[config.mk]
export PLATFORM = sky130hd
export DESIGN_NAME = sdram_arbiter
export DESIGN_NICKNAME = d
export VERILOG_FILES = /design/src/rtl/sdram_pkg.sv /design/src/rtl/sdram_aref_timer.sv /design/src/rtl/sdram_arbiter.sv
export SDC_FILE = /design/constraint.sdc
export NUM_CORES = 1
export LEC_CHECK = 0
export CORE_ASPECT_RATIO = 1.2
export CORE_UTILIZATION = 50
export CTS_CLUSTER_SIZE = 14
export DETAILED_ROUTE_END_ITERATION = 12
export DONT_BUFFER_PORTS = 1
export GPL_TIMING_DRIVEN = 0
export PLACE_DENSITY = 0.77
export SYNTH_ARGS = -nofsm -noshare
export SYNTH_HDL_FRONTEND = slang
export SYNTH_SLANG_ARGS = --single-unit
[constraint.sdc]
create_clock -name clk -period 4.2 [get_ports clk]
set_input_delay 0.42 -clock clk [delete_from_list [all_inputs] [get_ports clk]]
set_output_delay 0.42 -clock clk [all_outputs]
set_load 0.01 [all_outputs]
[src/rtl/sdram_pkg.sv]
// Shared SDRAM controller definitions: command encodings {cs_n,ras_n,cas_n,we_n},
// the A10-only address used with NOP/PALL, and the one-hot arbiter states.
package sdram_pkg;

    localparam logic [3:0] CMD_NOP   = 4'b0111;
    localparam logic [3:0] CMD_PALL  = 4'b0010;
    localparam logic [3:0] CMD_AREF  = 4'b0001;
    localparam logic [3:0] CMD_ACT   = 4'b0011;
    localparam logic [3:0] CMD_WRITE = 4'b0100;
    localparam logic [3:0] CMD_READ  = 4'b0101;
    localparam logic [3:0] CMD_MRS   = 4'b0000;

    localparam logic [12:0] A10_ONLY = 13'h0400;

    typedef enum logic [4:0] {
        S_INIT  = 5'b00001,
        S_ARBIT = 5'b00010,
        S_AREF  = 5'b00100,
        S_WRITE = 5'b01000,
        S_READ  = 5'b10000
    } arb_state_t;

endpackage

[src/rtl/sdram_aref_timer.sv]
// Refresh-interval timer: raises aref_req once per REF_PERIOD cycles after init,
// holds it until the refresh engine is granted, and flags missed refreshes.
module sdram_aref_timer
    import sdram_pkg::*;
#(
    parameter int REF_PERIOD = 780
) (
    input  logic clk,
    input  logic rst_n,
    input  logic flag_init_end,
    input  logic aref_en,
    output logic aref_req,
    output logic aref_overrun
);

    localparam int CW = (REF_PERIOD > 1) ? $clog2(REF_PERIOD) : 1;
    localparam logic [CW-1:0] CNT_LAST = CW'(REF_PERIOD - 1);

    logic          run_reg;
    logic [CW-1:0] cnt_reg;
    logic          aref_req_reg;
    logic          overrun_reg;
    logic          wrap;

    // run_reg delays the start by one cycle so the counter reads 0 in the
    // first cycle after init completes and the first request lands REF_PERIOD later.
    assign wrap = run_reg && (cnt_reg == CNT_LAST);

    always_ff @(posedge clk or negedge rst_n) begin
        if (!rst_n) begin
            run_reg      <= 1'b0;
            cnt_reg      <= '0;
            aref_req_reg <= 1'b0;
            overrun_reg  <= 1'b0;
        end else begin
            run_reg <= flag_init_end;
            if (!run_reg || wrap) begin
                cnt_reg <= '0;
            end else begin
                cnt_reg <= cnt_reg + 1'b1;
            end
            if (wrap) begin
                aref_req_reg <= 1'b1;
            end else if (aref_en) begin
                aref_req_reg <= 1'b0;
            end
            if (wrap && aref_req_reg && !aref_en) begin
                overrun_reg <= 1'b1;
            end
        end
    end

    assign aref_req     = aref_req_reg;
    assign aref_overrun = overrun_reg;

endmodule

[src/rtl/sdram_arbiter.sv]
// SDRAM bus arbiter: grants the command/address bus to init, refresh, write or
// read engine (refresh > write > read) and muxes the owner's command onto the pins.
module sdram_arbiter
    import sdram_pkg::*;
#(
    parameter int         REF_PERIOD = 780,
    parameter logic [1:0] BANK       = 2'b00
) (
    input  logic        clk,
    input  logic        rst_n,
    input  logic        flag_init_end,
    input  logic [3:0]  init_cmd,
    input  logic [12:0] init_addr,
    input  logic        flag_ref_end,
    input  logic [3:0]  ref_cmd,
    input  logic [12:0] ref_addr,
    input  logic        wr_req,
    input  logic        flag_wr_end,
    input  logic [3:0]  wr_cmd,
    input  logic [12:0] wr_addr,
    input  logic        rd_req,
    input  logic        flag_rd_end,
    input  logic [3:0]  rd_cmd,
    input  logic [12:0] rd_addr,
    output logic        aref_req,
    output logic        aref_en,
    output logic        wr_en,
    output logic        rd_en,
    output logic        aref_overrun,
    output logic        sdram_cke,
    output logic        sdram_cs_n,
    output logic        sdram_ras_n,
    output logic        sdram_cas_n,
    output logic        sdram_we_n,
    output logic [1:0]  sdram_ba,
    output logic [12:0] sdram_addr
);

    arb_state_t  state_c;
    arb_state_t  state_n;
    logic        aref_en_reg;
    logic        wr_en_reg;
    logic        rd_en_reg;
    logic [3:0]  bus_cmd;
    logic [12:0] bus_addr;

    sdram_aref_timer #(
        .REF_PERIOD (REF_PERIOD)
    ) u_timer (
        .clk           (clk),
        .rst_n         (rst_n),
        .flag_init_end (flag_init_end),
        .aref_en       (aref_en_reg),
        .aref_req      (aref_req),
        .aref_overrun  (aref_overrun)
    );

    always_ff @(posedge clk or negedge rst_n) begin
        if (!rst_n) begin
            state_c <= S_INIT;
        end else begin
            state_c <= state_n;
        end
    end

    // Every owner returns to S_ARBIT before the next grant, so a done pulse
    // coinciding with a new request always costs one NOP cycle.
    always_comb begin
        state_n = state_c;
        unique case (state_c)
            S_INIT:  if (flag_init_end) state_n = S_ARBIT;
            S_ARBIT: begin
                if (aref_req) begin
                    state_n = S_AREF;
                end else if (wr_req) begin
                    state_n = S_WRITE;
                end else if (rd_req) begin
                    state_n = S_READ;
                end
            end
            S_AREF:  if (flag_ref_end) state_n = S_ARBIT;
            S_WRITE: if (flag_wr_end)  state_n = S_ARBIT;
            S_READ:  if (flag_rd_end)  state_n = S_ARBIT;
            default: state_n = S_INIT;
        endcase
    end

    always_ff @(posedge clk or negedge rst_n) begin
        if (!rst_n) begin
            aref_en_reg <= 1'b0;
            wr_en_reg   <= 1'b0;
            rd_en_reg   <= 1'b0;
        end else begin
            aref_en_reg <= (state_n == S_AREF)  && (state_c != S_AREF);
            wr_en_reg   <= (state_n == S_WRITE) && (state_c != S_WRITE);
            rd_en_reg   <= (state_n == S_READ)  && (state_c != S_READ);
        end
    end

    always_comb begin
        bus_cmd  = CMD_NOP;
        bus_addr = A10_ONLY;
        unique case (state_c)
            S_INIT: begin
                bus_cmd  = init_cmd;
                bus_addr = init_addr;
            end
            S_AREF: begin
                bus_cmd  = ref_cmd;
                bus_addr = ref_addr;
            end
            S_WRITE: begin
                bus_cmd  = wr_cmd;
                bus_addr = wr_addr;
            end
            S_READ: begin
                bus_cmd  = rd_cmd;
                bus_addr = rd_addr;
            end
            default: begin
                bus_cmd  = CMD_NOP;
                bus_addr = A10_ONLY;
            end
        endcase
    end

    assign aref_en     = aref_en_reg;
    assign wr_en       = wr_en_reg;
    assign rd_en       = rd_en_reg;
    assign sdram_cke   = 1'b1;
    assign sdram_ba    = BANK;
    assign sdram_cs_n  = bus_cmd[3];
    assign sdram_ras_n = bus_cmd[2];
    assign sdram_cas_n = bus_cmd[1];
    assign sdram_we_n  = bus_cmd[0];
    assign sdram_addr  = bus_addr;

endmodule

==> results of run 1 <==
-- path summary, 6_finish.rpt --
check | startpoint | endpoint | slack (ps) | cells after the start
max in group asynchronous | rst_n | u_timer.aref_req$_DFFE_PN0P_ | 2940 | 1
worst max-delay path | state_c[0]$_DFF_PN1_ | sdram_addr[5] | 1910 | 5
worst min register to register | u_timer.cnt_reg[0]$_DFF_PN0_ | u_timer.cnt_reg[0]$_DFF_PN0_ | 510 | 1
worst max register to register | u_timer.cnt_reg[0]$_DFF_PN0_ | u_timer.cnt_reg[9]$_DFF_PN0_ | 2630 | 6
worst min-delay path | flag_init_end | u_timer.run_reg$_DFF_PN0_ | 130 | 0
min in group asynchronous | rst_n | u_timer.cnt_reg[7]$_DFF_PN0_ | 700 | 1
-- power breakdown --
part | internal [mW] | switching [mW]
sequential | 0.221 | 0.0213
clock | 0.0355 | 0.0607
combinational | 0.110 | 0.199
-- stage by stage --
stage / power (mW) / std cells / instance area (sq um) / util (%) / hold WS, ps
2_1_floorplan: 0.4951 / 173 / 1484 / - / 124.4
3_3_place_gp: 0.5379 / 207 / 1526 / 54.29 / 124.8
3_5_place_dp: 0.5480 / 207 / 1526 / 54.29 / 124.8
4_1_cts: 0.6470 / 212 / 1564 / 55.63 / 125.3
5_1_grt: 0.6993 / 212 / 1564 / 55.63 / 99.44
6_report: 0.6476 / 212 / 1564 / 55.63 / 132.0
-- critical path: stages, from the launching register on --
cell and delay [ps]:
dfstp_2 640, nor2b_1 140, buf_2 200, buf_2 230
a22oi_1 120, o21ai_1 250
-- placed cells by master, fill, tap and decap left out, types with 2 or more instances in the layout --
| cell type | instances |
|---|---|
| nand3_1 | 4 |
| clkbuf_4 | 3 |
| or3_1 | 4 |
| xnor2_1 | 5 |
| xor2_1 | 2 |
| buf_2 | 9 |
| nor2_1 | 18 |
| o21ai_0 | 7 |
| inv_1 | 6 |
| o221ai_1 | 4 |
| buf_6 | 3 |
| nand2_1 | 5 |
| and2_1 | 3 |
| nand4_1 | 4 |
| nor3_1 | 3 |
| dfrtp_1 | 20 |
| nor2b_1 | 3 |
| a22oi_1 | 35 |
| o21ai_1 | 12 |
| conb_1 | 3 |
| o31ai_1 | 2 |
| buf_4 | 4 |
-- kinds of logic (layout without fill, tap and decap cells) --
logic type      count (synthesis)  after routing
compound gates                 69             69
xor+xnor                        7              7
fa+ha+maj                       1              1
buf+inv                        22             27
flops                          21             21
other cells                     2              3
simple gates                   50             50
-- area by class of cell --
cell class / count / area (sq um) / area share [%]
clock inverters: 1 / 5.005 / 0.3200
clock buffers: 3 / 22.52 / 1.440
well taps: 34 / 42.54 / 2.720
flip-flops and latches: 21 / 526.8 / 33.68
inverters: 6 / 22.52 / 1.440
plain buffers: 16 / 108.9 / 6.960
repair buffers: 1 / 10.01 / 0.6400
multi-input cells: 130 / 825.8 / 52.80
-- metal layers --
layer | share of wire (%) | global-route usage [%] | wire [microns]
met1 | 39 | 29.14 | 1454
met2 | 53 | 40.45 | 1980
met3 | 6.3 | 4.198 | 233
met4 | 1.2 | 6.564 | 43
met5 | 0 | 0 | 0
==> results.txt, run 1 <==
Number of global-route vias before repair - 1142
Ys flop type - dfrtp_1
Clk root buf - clkbuf_4
PostCTS Resize Cnt - 0
Post-synth EDFFs - 0
Core Region - 0.002811 sq mm
GPL Wtd Cong - 0.8454
DRC - 0
Power per Cell Area - 414.0 mW/mm^2
Startpoint Class - register
Arr. time, crit path - 1870 ps
Max-Cap Viols - 0
Avg WL per Cell - 17.50 microns
Final Max Slew Viols - 0
Port buffer count - 0
Ys Warns - 0
Post-synth top area share - 33.81%
#FFs+latches synth - 21
Htree depth - 1
Mapped cell area - 0.001480 sq mm
Clk sink count - 21
Clk buf depth - 2
Max transition margin - 37.24%
Combinational family with the most area after synthesis - compound AO/OA/AOI/OAI gates
Syn Inst Count - 172
Die Height - 61.60 microns
Synth Area in Simple Gates - 17.75%
Pleak - 0.6480 nW
WS Path Type - register to output pin
I/O Pins - 101
Dpl ws - 2277 ps
Pin count of the biggest net entering global routing - 22
CP Capture Type - output pin
Status - complete, no violations
Fillers - 268
Worst-margin pin slew - 938.3 ps
Die ar. - 0.003183 sq mm
Complex-gate fraction of the synthesized area - 32.29%
Area contributors post-synth - dfrtp_1, a22oi_1, nor2_1, o21ai_1, buf_2
Commonest cells in the netlist - a22oi_1, dfrtp_1, nor2_1
Clk slew on worst S/H paths - 110 ps
CTS tree - yes
Crit-path max FO - 10
Detailed-route via count - 1403
Initial antenna violation count - 0
Final Routed Wirelength - 3.711 mm
Fmax - 0.4358 GHz
Worst Skew - 0.7672 ps
First-pass DRT Iterations - 4
Hpwl dp - 2.914 mm
Fin. Hold Viols - 0
Count leader, synth - a22oi_1
Register area share after synthesis - 35.59%
Vias per cell - 6.618
Count of final setup violators - 0
Period utilization - 54.63%
CTS Buf Count - 3
Adder-Cell Fraction of Synth Area - 0.8453%
Row cnt - 21
First-pass GRT wire length - 5.382 mm
Post-synthesis mux area share - 0%
Routed Antenna Nets - 0
Total gr overflow - 0
Setup Buffers After CTS - 0
Max reg flops - 10
Worst endpoint required time - 3780 ps
Post-route setup slack - 1905 ps
Worst hold path type - input port to register
Fin crit period - 2295 ps
Initial drt markers - 61
Leading area contributor after synthesis - dfrtp_1
VDD IR-drop max - 0.2860 mV
RSZ-0062 raised after global routing - no
Clk_lat worst skew - 300 ps
Die width - 51.67 microns
Fraction of layout cells with a size suffix above 1 - 14.61%
Cts hold-fix bufs - 1
Antenna diode count - 0
Synth Area in XOR/XNOR - 4.142%
Ys async rst share - 100.0%
Initial Util - 52.65%
GRT Total Usage - 23.08%
Area Overhead vs Synth - 5.664%
Nets - 256
Post-route setup TNS - 0 ps
Netlist cell types - 38
Avg Cell Area, Syn - 8.606 sq um
Note: power is estimated with default switching activity, not from simulation.
==> run 2: changes to the inputs <==
--- a/config.mk
+++ b/config.mk
@@ -11,7 +11,7 @@
 export DETAILED_ROUTE_END_ITERATION = 12
 export DONT_BUFFER_PORTS = 1
 export GPL_TIMING_DRIVEN = 0
-export PLACE_DENSITY = 0.77
+export PLACE_DENSITY = 0.8
 export SYNTH_ARGS = -nofsm -noshare
 export SYNTH_HDL_FRONTEND = slang
 export SYNTH_SLANG_ARGS = --single-unit
==> constraint.sdc (replaced) <==
create_clock -name clk -period 2.1 [get_ports clk]
set_input_delay 0.21 -clock clk [delete_from_list [all_inputs] [get_ports clk]]
set_output_delay 0.21 -clock clk [all_outputs]
set_load 0.01 [all_outputs]
==> results.txt, run 2 (same netlist as run 1, synthesis figures left out) <==
Fmax - 0.4905 GHz
Critical path depth in cells - 5 (unchanged)
Commonest non-fill, non-tap cell in the layout - a22oi_1 (unchanged)
Nets - 259 (was 256)
Row cnt - 21 (unchanged)
Clk sink count - 21 (unchanged)
Clk buf depth - 2 (unchanged)
Startpoint Class - register (unchanged)
Clk slew on worst S/H paths - 100 ps (was 110 ps)
I/O Pins - 101 (unchanged)
Grt met3 use - 3.210% (was 4.198%)
CTS Buf Count - 3 (unchanged)
Routed Antenna Nets - 0 (unchanged)
Die Height - 61.60 microns (unchanged)
Core Region - 0.002811 sq mm (unchanged)
Avg WL per Cell - 17.34 microns (was 17.50 microns)
Clk_lat worst skew - 290 ps (was 300 ps)
Power per Cell Area - 835.8 mW/mm^2 (was 414.0 mW/mm^2)
VDD IR-drop max - 0.5687 mV (was 0.2860 mV)
Max-Cap Viols - 0 (unchanged)
Period utilization - 97.08%
Max transition margin - 38.89% (was 37.24%)
First-pass GRT wire length - 5.202 mm (was 5.382 mm)
Number of global-route vias before repair - 1216 (was 1142)
WS Path Type - register to output pin (unchanged)
Cell family with most CP delay - flip-flops (unchanged)
GRT Total Usage - 22.38% (was 23.08%)
Fillers - 262 (was 268)
Initial drt markers - 44 (was 61)
Crit path cell chain - nor2b_1 -> buf_2 -> o21ai_1 -> a21oi_2 -> o221ai_1 (was nor2b_1 -> buf_2 -> buf_2 -> a22oi_1 -> o21ai_1)
Pin count of the biggest net entering global routing - 22 (unchanged)
Total gr overflow - 0 (unchanged)
Worst Skew - 5.315 ps (was 0.7672 ps)
DRC - 0 (unchanged)
Crit-path max cell delay - 600 ps (was 640 ps)
Max reg flops - 10 (unchanged)
Worst Hold Depth - 1 (was 0)
Final instance area - 0.001634 sq mm (was 0.001564 sq mm)
Port buffer count - 0 (unchanged)
Arr. time, crit path - 1830 ps (was 1870 ps)
Vias per cell - 6.321 (was 6.618)
Area Overhead vs Synth - 10.40% (was 5.664%)
Met2 GRT Util - 40.63% (was 40.45%)
Crit-path max FO - 9 (was 10)
Final Routed Wirelength - 3.728 mm (was 3.711 mm)
Clk root buf - clkbuf_4 (unchanged)
Initial antenna violation count - 0 (unchanged)
CTS tree - yes (unchanged)
Die ar. - 0.003183 sq mm (unchanged)
Htree depth - 1 (unchanged)
First-pass DRT Iterations - 4 (unchanged)
Fraction of layout cells with a size suffix above 1 - 20.44% (was 14.61%)
Hold Slack - 21.88 ps (was 132.0 ps)
Area after DPL - 0.001526 sq mm (unchanged)
Worst hold path type - input port to register (unchanged)
Status - complete, no violations (unchanged)
Critical Path Slowest Stage Cell - dfstp_2 (unchanged)
Commonest cells after routing, fill and taps aside - a22oi_1, dfrtp_1, nor2_1 (unchanged)
GR peak layer - met2 (unchanged)
Final Max Slew Viols - 0 (unchanged)
Worst endpoint required time - 1890 ps (was 3780 ps)
Pleak - 0.6757 nW (was 0.6480 nW)
CP bufs+invs - 1 (was 2)
Hpwl dp - 2.960 mm (was 2.914 mm)
Antenna diode count - 0 (unchanged)
Die width - 51.67 microns (unchanged)
RSZ-0062 raised after global routing - yes (was no)
Detailed-route via count - 1359 (was 1403)
Met1 GRT Util - 26.19% (was 29.14%)
Worst-margin pin slew - 913.6 ps (was 938.3 ps)
Fin. Hold Viols - 0 (unchanged)
GPL Wtd Cong - 0.9044 (was 0.8454)
Count of final setup violators - 0 (unchanged)
CP Capture Type - output pin (unchanged)
Fin crit period - 2039 ps
Initial Util - 52.65% (unchanged)
R2R depth - 6 (unchanged)
Final core occ - 58.12% (was 55.63%)
-- run 2: final cells by class --
cell class | instances | area [sq um] | area share, %
inverters | 6 | 22.52 | 1.378
repair buffers | 4 | 35.03 | 2.144
multi-input cells | 130 | 869.6 | 53.22
well taps | 34 | 42.54 | 2.603
clock buffers | 4 | 26.28 | 1.608
plain buffers | 16 | 111.4 | 6.815
flip-flops and latches | 21 | 526.8 | 32.24
-- run 2: worst paths after layout --
kind	from	endpoint	slack (ps)
worst max-delay path	state_c[0]$_DFF_PN1_	sdram_addr[10]	60
worst min-delay path	flag_ref_end	state_c[2]$_DFF_PN0_	20
worst max register to register	u_timer.cnt_reg[0]$_DFF_PN0_	u_timer.cnt_reg[9]$_DFF_PN0_	580
worst min register to register	u_timer.cnt_reg[0]$_DFF_PN0_	u_timer.cnt_reg[0]$_DFF_PN0_	500
max in group asynchronous	rst_n	u_timer.aref_req$_DFFE_PN0P_	1050
min in group asynchronous	rst_n	u_timer.cnt_reg[6]$_DFF_PN0_	490
-- run 2: worst reg2reg max path, stage by stage (launching register included) --
cell and delay, ps:
dfrtp_1 410, ha_1 240, nand4_1 120, nor4_2 260
nand2b_1 130, buf_2 180, nor2_1 70
-- run 2: metal layers --
layer / vias to the layer above / routed length [microns]
met5: - / 0
met4: 0 / 51
met3: 4 / 293
met2: 74 / 1916
met1: 623 / 1467
li1: 658 / -
-- run 2: repair_timing --
item                       4_1_cts  5_1_grt
setup endpoints to repair        0       14
gates resized for setup          0       12
hold endpoints to repair        23        0
hold buffers                     3        0
setup buffers                    0        1
-- run 2: stage by stage --
stage               instances  setup slack [ps]  power [mW]  TNS, ps
detailed placement        207             389.3       1.095        0
global route              215            -56.96       1.477   -101.4
global placement          207             425.0       1.073        0
floorplan                 173             550.2      0.9902        0
finish                    215             61.29       1.366        0
CTS                       214             42.90       1.296        0
-- run 2: power by group --
| part | switching, mW | internal (mW) | leakage, nW |
|---|---|---|---|
| Combinational | 0.453 | 0.256 | 0.377 |
| Sequential | 0.0338 | 0.441 | 0.284 |
| Clock | 0.109 | 0.0737 | 0.0150 |
